[config.mk]
export PLATFORM = sky130hd
export DESIGN_NAME = archtable_recover_ctrl
export DESIGN_NICKNAME = d
export VERILOG_FILES = /design/src/rtl/archtable_recover_ctrl_pkg.sv /design/src/rtl/archtable_recover_ctrl_grp_mux.sv /design/src/rtl/archtable_recover_ctrl.sv
export SDC_FILE = /design/constraint.sdc
export NUM_CORES = 1
export LEC_CHECK = 0
export BUFFER_PORTS_ARGS = -buffer_cell sky130_fd_sc_hd__buf_2
export CAP_MARGIN = 20
export CORE_ASPECT_RATIO = 1.5
export CORE_UTILIZATION = 40
export CTS_BUF_LIST = sky130_fd_sc_hd__clkbuf_16
export DETAILED_ROUTE_END_ITERATION = 8
export GPL_TIMING_DRIVEN = 0
export PLACE_DENSITY_LB_ADDON = 0.3
export SYNTH_ARGS = -nofsm -noshare
export SYNTH_HDL_FRONTEND = slang
export SYNTH_SLANG_ARGS = --single-unit
[constraint.sdc]
create_clock -name clock -period 9 [get_ports clock]
set_clock_uncertainty 0.2 [all_clocks]
set_input_delay 1.35 -clock clock [delete_from_list [all_inputs] [get_ports clock]]
set_output_delay 1.35 -clock clock [all_outputs]
set_load 0.005 [all_outputs]
[src/rtl/archtable_recover_ctrl_pkg.sv]
// rtl/archtable_recover_ctrl_pkg.sv - shared sizes, state encoding and lane slicing for arch-table recovery
package archtable_recover_ctrl_pkg;

    localparam int CDBWIDTH    = 6;
    localparam int NUM_AREGS   = 32;
    localparam int PREG_W      = CDBWIDTH;
    localparam int AREG_IDX_W  = $clog2(NUM_AREGS);
    localparam int EPC_DEFAULT = 4;

    typedef enum logic {
        ST_IDLE = 1'b0,
        ST_COPY = 1'b1
    } rec_state_t;

    // Extract arch entry idx from the flattened archtable copy bus.
    function automatic logic [PREG_W-1:0] at_lane(
        input logic [NUM_AREGS*PREG_W-1:0] flat,
        input int                          idx
    );
        return flat[idx*PREG_W +: PREG_W];
    endfunction

endpackage

[src/rtl/archtable_recover_ctrl_grp_mux.sv]
// rtl/archtable_recover_ctrl_grp_mux.sv - combinational NGRP:1 select of one EPC-wide snapshot group
module archtable_grp_mux
    import archtable_recover_ctrl_pkg::*;
#(
    parameter int EPC   = EPC_DEFAULT,
    parameter int NGRP  = NUM_AREGS / EPC,
    parameter int GRP_W = (NGRP > 1) ? $clog2(NGRP) : 1
) (
    input  logic [NUM_AREGS*PREG_W-1:0] snap_flat,
    input  logic [GRP_W-1:0]            grp_sel,
    output logic [EPC*PREG_W-1:0]       grp_data
);

    localparam int GW = EPC * PREG_W;

    // Pick the group whose index matches grp_sel; unmatched selects read 0.
    always_comb begin
        grp_data = '0;
        for (int g = 0; g < NGRP; g++) begin
            if (grp_sel == GRP_W'(g)) begin
                grp_data = snap_flat[g*GW +: GW];
            end
        end
    end

endmodule

[src/rtl/archtable_recover_ctrl.sv]
// rtl/archtable_recover_ctrl.sv - snapshot the arch table on flush and stream it into the map table
module archtable_recover_ctrl
    import archtable_recover_ctrl_pkg::*;
#(
    parameter int EPC = EPC_DEFAULT
) (
    input  logic                          clock,
    input  logic                          reset,
    input  logic                          rob_recover,
    input  logic                          retire_en_any,
    input  logic [NUM_AREGS*PREG_W-1:0]   at_copy,
    output logic                          mt_wr_en,
    output logic [AREG_IDX_W-1:0]         mt_wr_base,
    output logic [EPC*PREG_W-1:0]         mt_wr_data,
    output logic                          stall_dispatch,
    output logic                          recover_busy,
    output logic                          recover_done,
    output logic                          proto_err
);

    localparam int NGRP  = NUM_AREGS / EPC;
    localparam int GRP_W = (NGRP > 1) ? $clog2(NGRP) : 1;

    rec_state_t                  state;
    rec_state_t                  state_nxt;
    logic [GRP_W-1:0]            grp_cnt;
    logic [GRP_W-1:0]            grp_nxt;
    logic                        capture;
    logic [PREG_W-1:0]           snapshot [NUM_AREGS];
    logic [NUM_AREGS*PREG_W-1:0] snap_flat;
    logic [EPC*PREG_W-1:0]       grp_data;
    logic                        in_copy;

    assign in_copy = (state == ST_COPY);

    // FSM state and group counter registers.
    always_ff @(posedge clock or posedge reset) begin
        if (reset) begin
            state   <= ST_IDLE;
            grp_cnt <= '0;
        end else begin
            state   <= state_nxt;
            grp_cnt <= grp_nxt;
        end
    end

    // Snapshot is taken only on a recover request; retirements during COPY never touch it.
    always_ff @(posedge clock or posedge reset) begin
        if (reset) begin
            for (int i = 0; i < NUM_AREGS; i++) begin
                snapshot[i] <= '0;
            end
        end else if (capture) begin
            for (int i = 0; i < NUM_AREGS; i++) begin
                snapshot[i] <= at_lane(at_copy, i);
            end
        end
    end

    // Sticky flag: a retirement during COPY means the snapshot may be stale.
    always_ff @(posedge clock or posedge reset) begin
        if (reset) begin
            proto_err <= 1'b0;
        end else if (in_copy && retire_en_any) begin
            proto_err <= 1'b1;
        end
    end

    // Flatten the snapshot array for the group mux.
    always_comb begin
        snap_flat = '0;
        for (int i = 0; i < NUM_AREGS; i++) begin
            snap_flat[i*PREG_W +: PREG_W] = snapshot[i];
        end
    end

    archtable_grp_mux #(
        .EPC   (EPC),
        .NGRP  (NGRP),
        .GRP_W (GRP_W)
    ) u_grp_mux (
        .snap_flat (snap_flat),
        .grp_sel   (grp_cnt),
        .grp_data  (grp_data)
    );

    // Next-state and output decode; a recover request in COPY restarts and beats the final-group exit.
    always_comb begin
        state_nxt      = state;
        grp_nxt        = grp_cnt;
        capture        = 1'b0;
        recover_done   = 1'b0;
        mt_wr_en       = 1'b0;
        mt_wr_base     = '0;
        mt_wr_data     = '0;
        recover_busy   = in_copy;
        stall_dispatch = ~reset & (rob_recover | in_copy);

        case (state)
            ST_IDLE: begin
                if (rob_recover) begin
                    capture   = 1'b1;
                    grp_nxt   = '0;
                    state_nxt = ST_COPY;
                end
            end
            ST_COPY: begin
                mt_wr_en   = 1'b1;
                mt_wr_base = AREG_IDX_W'(int'(grp_cnt) * EPC);
                mt_wr_data = grp_data;
                if (rob_recover) begin
                    capture = 1'b1;
                    grp_nxt = '0;
                end else if (grp_cnt == GRP_W'(NGRP - 1)) begin
                    recover_done = 1'b1;
                    grp_nxt      = '0;
                    state_nxt    = ST_IDLE;
                end else begin
                    grp_nxt = grp_cnt + GRP_W'(1);
                end
            end
            default: begin
                state_nxt = ST_IDLE;
                grp_nxt   = '0;
            end
        endcase
    end

endmodule

==> impl_metrics.yaml <==
hold_path:
  min_to: "proto_err$_DFFE_PP0P_"
  min-delay-start: "proto_err$_DFFE_PP0P_"
  hp-class: "flop to flop"
  whs_path_depth: 1
clock_tree:
  cts_buffers: 17
  cts_root_buffer: "clkbuf_16"
  clkSlewWorstSetupHoldPaths_ns: 0.08
  cts_tree: "yes"
  clkSinkCount: 197
  cts_setup_buffers: 0
  htree_levels: 4
  clock_latency_ns: 0.45
  ctsHoldBuffers: 0
  cts_buffer_depth: 2
  cts_resized: 0
global_route:
  overflow: 0
  grt_pass1_wl_um: 45600
  grt_max_degree: 113
  antenna_found_initial: 0
  grt_usage_pct: 25.8
  grt_pass1_vias: 7797
placed_design:
  place_congestion: 0.821
  port_buffers: 226
  dp.cells: 1359
  hpwl_um: 23200
  dp_slack_ns: 4.53
floorplanning:
  die-height_um: 193
  io_pins: 230
  start_util_pct: 40.8
  coreArea_um2: 23700
  dieArea_um2: 24900
  die_w_um: 129
  rows: 69
power:
  peakVddDrop_mv: 0.149
  pwr-share-clk_pct: 33.8
  p_leak_nw: 5.37
  power_switching_uw: 662
  swShare_pct: 28.8
  power_frac_comb_pct: 21.7
  intPower_mw: 1.63
  power_density_nw_per_um2: 194
  p_seq_share_pct: 44.5
worst_setup_path:
  r2r_start: "grp_cnt[0]$_DFFE_PP0N_"
  r2r_cells: 6
  critical_path_class: "flop to output port"
  start_kind: "flop"
  critPathRequiredTime_ns: 7.45
  r2r_slack_ns: 6.87
  path_cells: "buf_2, buf_1, inv_1, ha_1, buf_6, or2_1, buf_6, buf_6, a221o_1, a211oi_2, buf_2"
  r2r_end: "recover_busy$_DFF_PP0_"
  end_kind: "output port"
  cpMostUsedCell: "buf_6"
  worstPathArrival_ns: 3.42
  cp_slowest_stage_delay_ns: 0.48
  crit_slowest_cell: "buf_1"
  cp_max_fo: 10
sta:
  finalCriticalPeriod_ns: 4.97
  rsz0062_at_grt: "false"
  setup_slack_ns: 4.03
  fmax_mhz: 201
  slew-limit-headroom_pct: 41.8
  worst_pin_slew_ns: 0.873
  setup_viol: 0
  hold_viol_final: 0
  timing.final.crit_share_pct: 55.2
  drv_slew: 0
yosys:
  synth-seq-area-share_pct: 50.9
  syn_area_um2: 9690
  yosys_warnings: 0
  syn-mean-instance-area_um2: 11.9
  synth-seq-cells: 197
  synthDistinctLibCells: 31
  synth_cells: 812
finish:
  final_common_cell: "buf_2"
  final_cell_mix: "buf_2 (253), dfrtp_1 (197), mux2_1 (106), mux2_2 (62), nand2_1 (49)"
  fin_nets: 1261
  seq_area_um2: 4930
  final_layout_size_suffix_gt1_share_pct: 35.2
  multi_input_area_um2: 4260
  area_growth_pct: 22.2
  final_core_util_pct: 49.9
  n_fill_cell: 2187
  antenna_cells: 0
  finalNonFillerCells: 1390
drt:
  vias_per_cell: 5.52
  wirelength_um: 30600
  vias: 7668
  drc: 0
  wl_per_cell_um: 22.0
  drtIter0Drc: 583
  antenna_left: 0
  drt_pass1_iterations: 5
outcome:
  outcome: "finished, final reports clean"
job:
  max_cap_viol_count: 0
## cell usage after synthesis (all sizes together)
| cell | count | area share, % |
|---|---|---|
| o21ai | 48 | 2.5 |
| a21oi | 24 | 1.2 |
| a221o | 24 | 2.5 |
| inv | 29 | 1.1 |
| clkbuf | 34 | 1.3 |
| a21o | 2 | 0.15 |
| or2 | 1 | 0.065 |
| o311a | 24 | 2.5 |
| dfrtp | 197 | 51 |
| nand3b | 24 | 1.9 |
| nor2b | 25 | 1.6 |
| buf | 46 | 2.8 |
| a32o | 24 | 2.5 |
| nor3b | 24 | 1.9 |
| and2 | 3 | 0.19 |
| conb | 1 | 0.039 |
| a211oi | 25 | 3.0 |
| nor3 | 24 | 1.2 |
| nand2 | 49 | 1.9 |
| mux2 | 168 | 20 |
| mux2i | 2 | 0.21 |
| o21a | 1 | 0.077 |
| nor2 | 7 | 0.27 |
| ha | 6 | 0.77 |
## worst max-delay path by stage
stage                      startpoint                        end  depth (start not counted)
2_1_floorplan                   reset     grp_cnt[0]$_DFFE_PP0N_                          1
3_3_place_gp                    reset  snap_flat[76]$_DFFE_PP0P_                          2
3_5_place_dp   grp_cnt[2]$_DFFE_PP0N_             mt_wr_data[12]                         11
4_1_cts        grp_cnt[2]$_DFFE_PP0N_             mt_wr_data[12]                         11
5_1_grt        grp_cnt[2]$_DFFE_PP0N_             mt_wr_data[12]                         11
6_report       grp_cnt[2]$_DFFE_PP0N_             mt_wr_data[12]                         11
## state kept, by name, summed over array words and instances (netlist names)
name          count
grp_cnt           3
recover_busy      1
proto_err         1
snap_flat       192
## power groups by stage
stage / registers [mW] / clock network, mW / logic [mW]
global route: 1.03 / 0.819 / 0.539
detailed placement: 1.04 / 0 / 0.498
floorplan: 1.02 / 0 / 0.299
finish: 1.02 / 0.777 / 0.498
global placement: 1.03 / 0 / 0.490
CTS: 1.02 / 0.790 / 0.500
## worst max-delay path: cells and delay by family, from the launching register on
kind | cells | cell delay [ns]
adder cells (fa/ha/maj) | 1 | 0.22
AND/OR/NAND/NOR | 1 | 0.21
buffers and inverters | 7 | 1.42
AO/OA/AOI/OAI | 2 | 0.70
flip-flops | 1 | 0.39
## cell families after synthesis
| logic type | Yosys count | synth area share [%] |
|---|---|---|
| compound gates | 172 | 14.4 |
| other cells | 1 | 0.0387 |
| mux | 170 | 19.7 |
| fa+ha+maj | 6 | 0.775 |
| flops | 197 | 50.9 |
| simple gates | 157 | 9.00 |
| buf+inv | 109 | 5.23 |
## metrics by stage
| step | TNS (ns) | hold slack [ns] | instance area, um^2 | power [mW] |
|---|---|---|---|---|
| after floorplan | 0 | 0.251 | 9690 | 1.32 |
| after global placement | -50.93 | 0.237 | 11200 | 1.52 |
| after detailed placement | 0 | 0.242 | 11300 | 1.53 |
| after CTS | 0 | 0.259 | 11800 | 2.31 |
| after global routing | 0 | 0.265 | 11800 | 2.39 |
| final | 0 | 0.254 | 11800 | 2.30 |
## final cells by class
cell class	count	share of cell area, %
Sequential cell	197	41.6
Clock inverter	14	1.36
Tap cell	319	3.37
Inverter	29	0.982
Multi-Input combinational cell	507	35.9
Buffer	80	3.36
Timing Repair Buffer	227	9.78
Clock buffer	17	3.59
## metal layers
metal,global-route usage [%],wire (um),share of wire [%],vias to the layer above
li1,-,-,-,3442
met5,0,0,0,-
met4,13.9,1480,4.8,0
met3,4.24,1690,5.5,74
met2,44.3,15600,51,314
met1,30.7,11900,39,3838
Note: power is estimated with default switching activity, not from simulation.
